File: config.mk
export PLATFORM = sky130hd
export DESIGN_NAME = vote_rx
export DESIGN_NICKNAME = d
export VERILOG_FILES = /design/src/rtl/vote_rx_pkg.sv /design/src/rtl/vote_rx_majority.sv /design/src/rtl/vote_rx.sv
export SDC_FILE = /design/constraint.sdc
export NUM_CORES = 1
export LEC_CHECK = 0
export CORE_MARGIN = 2
export CORE_UTILIZATION = 59
export DETAILED_ROUTE_END_ITERATION = 6
export HOLD_SLACK_MARGIN = 0.1
export PLACE_DENSITY = 0.82
export SYNTH_ARGS = -nofsm -noshare
export SYNTH_HDL_FRONTEND = slang
export SYNTH_SLANG_ARGS = --single-unit
File: constraint.sdc
create_clock -name clk -period 2.7 [get_ports clk]
set_clock_uncertainty 0.1 [all_clocks]
set_input_delay 0.27 -clock clk [delete_from_list [all_inputs] [get_ports clk]]
set_output_delay 0.27 -clock clk [all_outputs]
set_load 0.01 [all_outputs]
File: src/rtl/vote_rx_pkg.sv
// Shared types and sample-point helpers for the vote_rx oversampling serial receiver.
package vote_rx_pkg;

    typedef enum logic [1:0] {
        IDLE  = 2'd0,
        START = 2'd1,
        DATA  = 2'd2,
        STOP  = 2'd3
    } state_t;

    // Three consecutive mid-bit sample points, counted from the bit's first tick.
    function automatic int sample_a(input int osr);
        return osr / 2 - 1;
    endfunction

    function automatic int sample_b(input int osr);
        return osr / 2;
    endfunction

    function automatic int sample_c(input int osr);
        return osr / 2 + 1;
    endfunction

endpackage

File: src/rtl/vote_rx_majority.sv
// Three-input majority voter used by vote_rx to vote each serial bit.
module majority (
    input  logic a,
    input  logic b,
    input  logic c,
    output logic m
);

    assign m = (a & b) | (a & c) | (b & c);

endmodule

File: src/rtl/vote_rx.sv
// Oversampling serial receiver: three mid-bit samples voted by majority, framed into words.
// Optional build macro NOISE_FLAG_EN adds the noise_err output and per-frame noise flag.
module vote_rx
    import vote_rx_pkg::*;
#(
    parameter int OSR    = 16,
    parameter int DATA_W = 8
) (
    input  logic              clk,
    input  logic              rst,
    input  logic              rxd,
    output logic [DATA_W-1:0] out_data,
    output logic              out_valid,
    input  logic              out_ready,
    output logic              frame_err,
    output logic              overrun
`ifdef NOISE_FLAG_EN
    ,
    output logic              noise_err
`endif
);

    localparam int TICK_W = $clog2(OSR);
    localparam int BIT_W  = $clog2(DATA_W + 1);
    localparam logic [TICK_W-1:0] SAMPLE_A  = TICK_W'(sample_a(OSR));
    localparam logic [TICK_W-1:0] SAMPLE_B  = TICK_W'(sample_b(OSR));
    localparam logic [TICK_W-1:0] SAMPLE_C  = TICK_W'(sample_c(OSR));
    localparam logic [TICK_W-1:0] TICK_LAST = TICK_W'(OSR - 1);
    localparam logic [BIT_W-1:0]  BIT_LAST  = BIT_W'(DATA_W - 1);

    logic              rxd_m_reg, rxd_s_reg, rxd_p_reg;
    state_t            state_reg, state_next;
    logic [TICK_W-1:0] tick_reg, tick_next;
    logic [BIT_W-1:0]  bit_idx_reg, bit_idx_next;
    logic              a_reg, b_reg;
    logic [DATA_W-1:0] shift_reg;
    logic              m;

    logic edge_seen, vote_now, shift_en, stop_vote, accept, load_word, drop_word, bad_stop;

    assign edge_seen = !rxd_s_reg && rxd_p_reg;
    assign vote_now  = (state_reg != IDLE) && (tick_reg == SAMPLE_C);

    // The third sample is taken live so the vote lands in the same cycle as sample c.
    majority u_majority (
        .a (a_reg),
        .b (b_reg),
        .c (rxd_s_reg),
        .m (m)
    );

    always_ff @(posedge clk) begin
        if (rst) begin
            state_reg   <= IDLE;
            tick_reg    <= '0;
            bit_idx_reg <= '0;
        end else begin
            state_reg   <= state_next;
            tick_reg    <= tick_next;
            bit_idx_reg <= bit_idx_next;
        end
    end

    always_comb begin
        state_next   = state_reg;
        bit_idx_next = bit_idx_reg;
        case (state_reg)
            IDLE:  if (edge_seen) state_next = START;
            START: begin
                bit_idx_next = '0;
                if (vote_now && m) state_next = IDLE;
                else if (tick_reg == TICK_LAST) state_next = DATA;
            end
            DATA: begin
                if (tick_reg == TICK_LAST) begin
                    bit_idx_next = bit_idx_reg + BIT_W'(1);
                    if (bit_idx_reg == BIT_LAST) state_next = STOP;
                end
            end
            STOP:  if (vote_now) state_next = IDLE;
            default: state_next = IDLE;
        endcase
        // The edge cycle itself is tick 0, so counting resumes at 1 on entry to START.
        if (state_next == IDLE || tick_reg == TICK_LAST) tick_next = '0;
        else tick_next = tick_reg + TICK_W'(1);
    end

    always_comb begin
        shift_en  = (state_reg == DATA) && vote_now;
        stop_vote = (state_reg == STOP) && vote_now;
        accept    = out_valid && out_ready;
        load_word = stop_vote && m && (!out_valid || out_ready);
        drop_word = stop_vote && m && out_valid && !out_ready;
        bad_stop  = stop_vote && !m;
    end

    always_ff @(posedge clk) begin
        if (rst) begin
            rxd_m_reg <= 1'b1;
            rxd_s_reg <= 1'b1;
            rxd_p_reg <= 1'b1;
            a_reg     <= 1'b0;
            b_reg     <= 1'b0;
            shift_reg <= '0;
            out_data  <= '0;
            out_valid <= 1'b0;
            frame_err <= 1'b0;
            overrun   <= 1'b0;
        end else begin
            rxd_m_reg <= rxd;
            rxd_s_reg <= rxd_m_reg;
            rxd_p_reg <= rxd_s_reg;
            if (tick_reg == SAMPLE_A) a_reg <= rxd_s_reg;
            if (tick_reg == SAMPLE_B) b_reg <= rxd_s_reg;
            if (shift_en) shift_reg <= {m, shift_reg[DATA_W-1:1]};
            frame_err <= bad_stop;
            overrun   <= drop_word;
            if (load_word) begin
                out_data  <= shift_reg;
                out_valid <= 1'b1;
            end else if (accept) begin
                out_valid <= 1'b0;
            end
        end
    end

`ifdef NOISE_FLAG_EN
    logic noise_seen_reg;
    logic noisy_vote;

    assign noisy_vote = vote_now && !((a_reg == b_reg) && (b_reg == rxd_s_reg));

    always_ff @(posedge clk) begin
        if (rst) begin
            noise_seen_reg <= 1'b0;
            noise_err      <= 1'b0;
        end else begin
            if (state_reg == IDLE && edge_seen) noise_seen_reg <= 1'b0;
            else if (noisy_vote) noise_seen_reg <= 1'b1;
            if (load_word) noise_err <= noise_seen_reg | noisy_vote;
            else if (accept) noise_err <= 1'b0;
        end
    end
`endif

endmodule

==> impl_metrics.json <==
{
  "detailed_place_hpwl_um": 1746,
  "synth_top_family_by_area": "simple AND/OR/NAND/NOR gates",
  "final_cells": 193,
  "setup_tns_ns": 0,
  "coreArea_um2": 2276,
  "yosysSeqAreaShare_pct": 46.86,
  "synthCells": 150,
  "finalCritPeriodShare_pct": 65.96,
  "min_period_ns": 1.781,
  "antenna_found_initial": 0,
  "internal_power_mw": 0.6419,
  "cts_setup_buffers": 0,
  "slew_viol_final": 0,
  "area_growth_pct": 13.78,
  "clock.fmax_mhz": 561.5,
  "pwr-share-seq_pct": 61.8,
  "nets": 172,
  "grt_use_total_pct": 20.48,
  "p_comb_share_pct": 2.8,
  "pwr-share-clk_pct": 35.3,
  "final_hold_viol_count": 0,
  "path_clk_slew_ns": 0.10,
  "ios": 15,
  "yosys_register_bits": 34,
  "startpoint_type": "flop",
  "start_util_pct": 63.83,
  "synth_top_area_cell": "dfxtp_1",
  "synth_area_um2": 1453,
  "seq_area_um2": 680.7,
  "cts.sinks": 34,
  "row_count": 17,
  "synth_cell_types": 41,
  "required_ns": 2.80,
  "grt_pass1_vias": 923,
  "synthAdderAreaFrac_pct": 4.134,
  "synthMuxAreaShare_pct": 12.40,
  "synth_nets": 158,
  "grt_setup_unrepaired": "false",
  "die_x_um": 53.62,
  "first_iter_violations": 27,
  "cp_max_fo": 8,
  "fillers": 170,
  "multi_input_area_um2": 706.9,
  "htreeDepth": 2,
  "cp.arrival_ns": 1.89,
  "place_ws_ns": 0.7076,
  "min_path_type": "flop to flop",
  "clk_latency_ns": 0.34,
  "p_leak_nw": 0.6572,
  "ant_nets": 0,
  "numCtsBuffers": 5,
  "drt_wl_total_um": 2560,
  "p_per_area_nw_per_um2": 500.3,
  "wl_per_cell_um": 13.26,
  "vias": 1100,
  "cts_tree": "done",
  "finalPower_mw": 0.8269,
  "synth_compound_area_share_pct": 9.044,
  "drive_gt1_share_pct": 11.52,
  "die_area_um2": 2875,
  "overflow": 0,
  "grt_pass1_wl_um": 4167,
  "die_h_um": 53.62,
  "root_buffer": "clkbuf_4",
  "ctsHoldBuffers": 0,
  "p_sw_mw": 0.1849,
  "synth_xor_xnor_area_share_pct": 1.206,
  "syn_avg_cell_area_um2": 9.684,
  "switching_share_pct": 22.37,
  "cts_resized": 0,
  "grt_max_degree": 25,
  "drc": 0,
  "endpoint_kind": "flop",
  "port_buffers": 14,
  "synth_area_leaders": "dfxtp_1, mux2i_1, nor2_1",
  "finalSetupViolCount": 0,
  "synth_top_area_share_pct": 46.86,
  "status": "complete, no violations",
  "max-cap-violations": 0,
  "tightest_slew_ns": 0.5590,
  "r2r_slack_ns": 0.92,
  "via_per_inst": 5.699,
  "vdd_ir_drop_max_mv": 0.4352,
  "criticalPathCategory": "flop to flop",
  "dpl.cell_count": 185,
  "clockBufferDepth": 2,
  "relSlewSlack_pct": 62.68,
  "antenna_cells": 0,
  "yosys_warnings": 0,
  "dr.pass1.iters": 4,
  "final.setup.worst_slack_ns": 0.9191,
  "gp_congestion": 0.8572,
  "synthSimpleGateAreaFrac_pct": 21.88
}
==> worst max-delay path, stage by stage (launching register included) <==
cell and delay, ns:
dfxtp_1 0.41, ha_1 0.32, nand3_2 0.23, a311oi_2 0.46, a211oi_1 0.13
==> through the flow <==
stage | utilization (%) | cell area, um2 | hold WS [ns]
floorplan | - | 1453 | 0.2738
global placement | 69.98 | 1593 | 0.2913
detailed placement | 69.98 | 1593 | 0.3154
CTS | 72.62 | 1653 | 0.3393
global route | 72.62 | 1653 | 0.3625
finish | 72.62 | 1653 | 0.3331
==> final timing paths <==
path	start	to	cells after the start
worst min register to register	rxd_m_reg	rxd_s_reg	1
worst max-delay path	tick_reg[0]	tick_reg[3]	4
worst min-delay path	rxd_m_reg	rxd_s_reg	1
worst max register to register	tick_reg[0]	tick_reg[3]	4
==> logic make-up after synthesis <==
logic type | Yosys count
multiplexers | 18
XOR/XNOR | 2
flip-flops | 34
AO/OA/AOI/OAI | 21
buffers and inverters | 14
adder cells (fa/ha/maj) | 5
AND/OR/NAND/NOR | 56
==> Yosys cell counts, drive strengths merged <==
library cell / n
xor2: 1
nand3b: 3
a21oi: 8
mux2i: 18
a22oi: 1
inv: 6
nor3: 6
xnor2: 1
nand2: 6
and2: 4
nor2: 20
nand2b: 1
ha: 4
o21ai: 5
a211oi: 2
or4b: 1
maj3: 1
and3: 1
a311oi: 1
nor4b: 1
o22ai: 1
nand4: 2
nor4: 1
or2: 3
a31oi: 1
o311ai: 1
dfxtp: 34
or3b: 1
and3b: 1
nand3: 5
o211ai: 1
buf: 5
clkbuf: 3
==> per-layer routing <==
metal  share of wire (%)  GRT usage, %  vias to the layer above
met5                   0             0                        -
met4                 1.0         10.26                        0
met3                 5.6         7.500                        5
met2                  43         29.84                       30
met1                  50         26.62                      511
li1                    -             -                      554
==> cells in the final DEF, fill, tap and decap left out, types with 2 or more instances in the layout <==
cell type / netlist / final
or2_2: 3 / 3
nand2_1: 6 / 6
a21oi_1: 8 / 8
mux2i_1: 18 / 18
clkdlybuf4s50_1: 0 / 14
nand3b_1: 3 / 3
dfxtp_1: 34 / 34
clkbuf_4: 0 / 5
o21ai_0: 4 / 4
inv_1: 5 / 5
nor2_1: 20 / 20
a211oi_1: 2 / 2
and2_1: 3 / 3
nand3_1: 4 / 4
ha_1: 4 / 4
nor3_1: 4 / 4
==> cell type report <==
type                    count  share of cell area (%)
multi-input cells         102                   42.77
inverters                   6                   1.363
flip-flops and latches     34                   41.18
well taps                  28                   2.120
repair buffers             15                   8.933
clock inverters             1                  0.3028
clock buffers               7                   3.331
==> power by group through the flow <==
| stage | combinational, mW | sequential [mW] | clock (mW) |
|---|---|---|---|
| 3_5_place_dp | 0.0232 | 0.523 | 0 |
| 2_1_floorplan | 0.0204 | 0.518 | 0 |
| 6_report | 0.0235 | 0.511 | 0.292 |
| 4_1_cts | 0.0234 | 0.511 | 0.300 |
| 3_3_place_gp | 0.0223 | 0.522 | 0 |
| 5_1_grt | 0.0261 | 0.512 | 0.319 |
No activity file was read; power rests on OpenSTA's default activity.
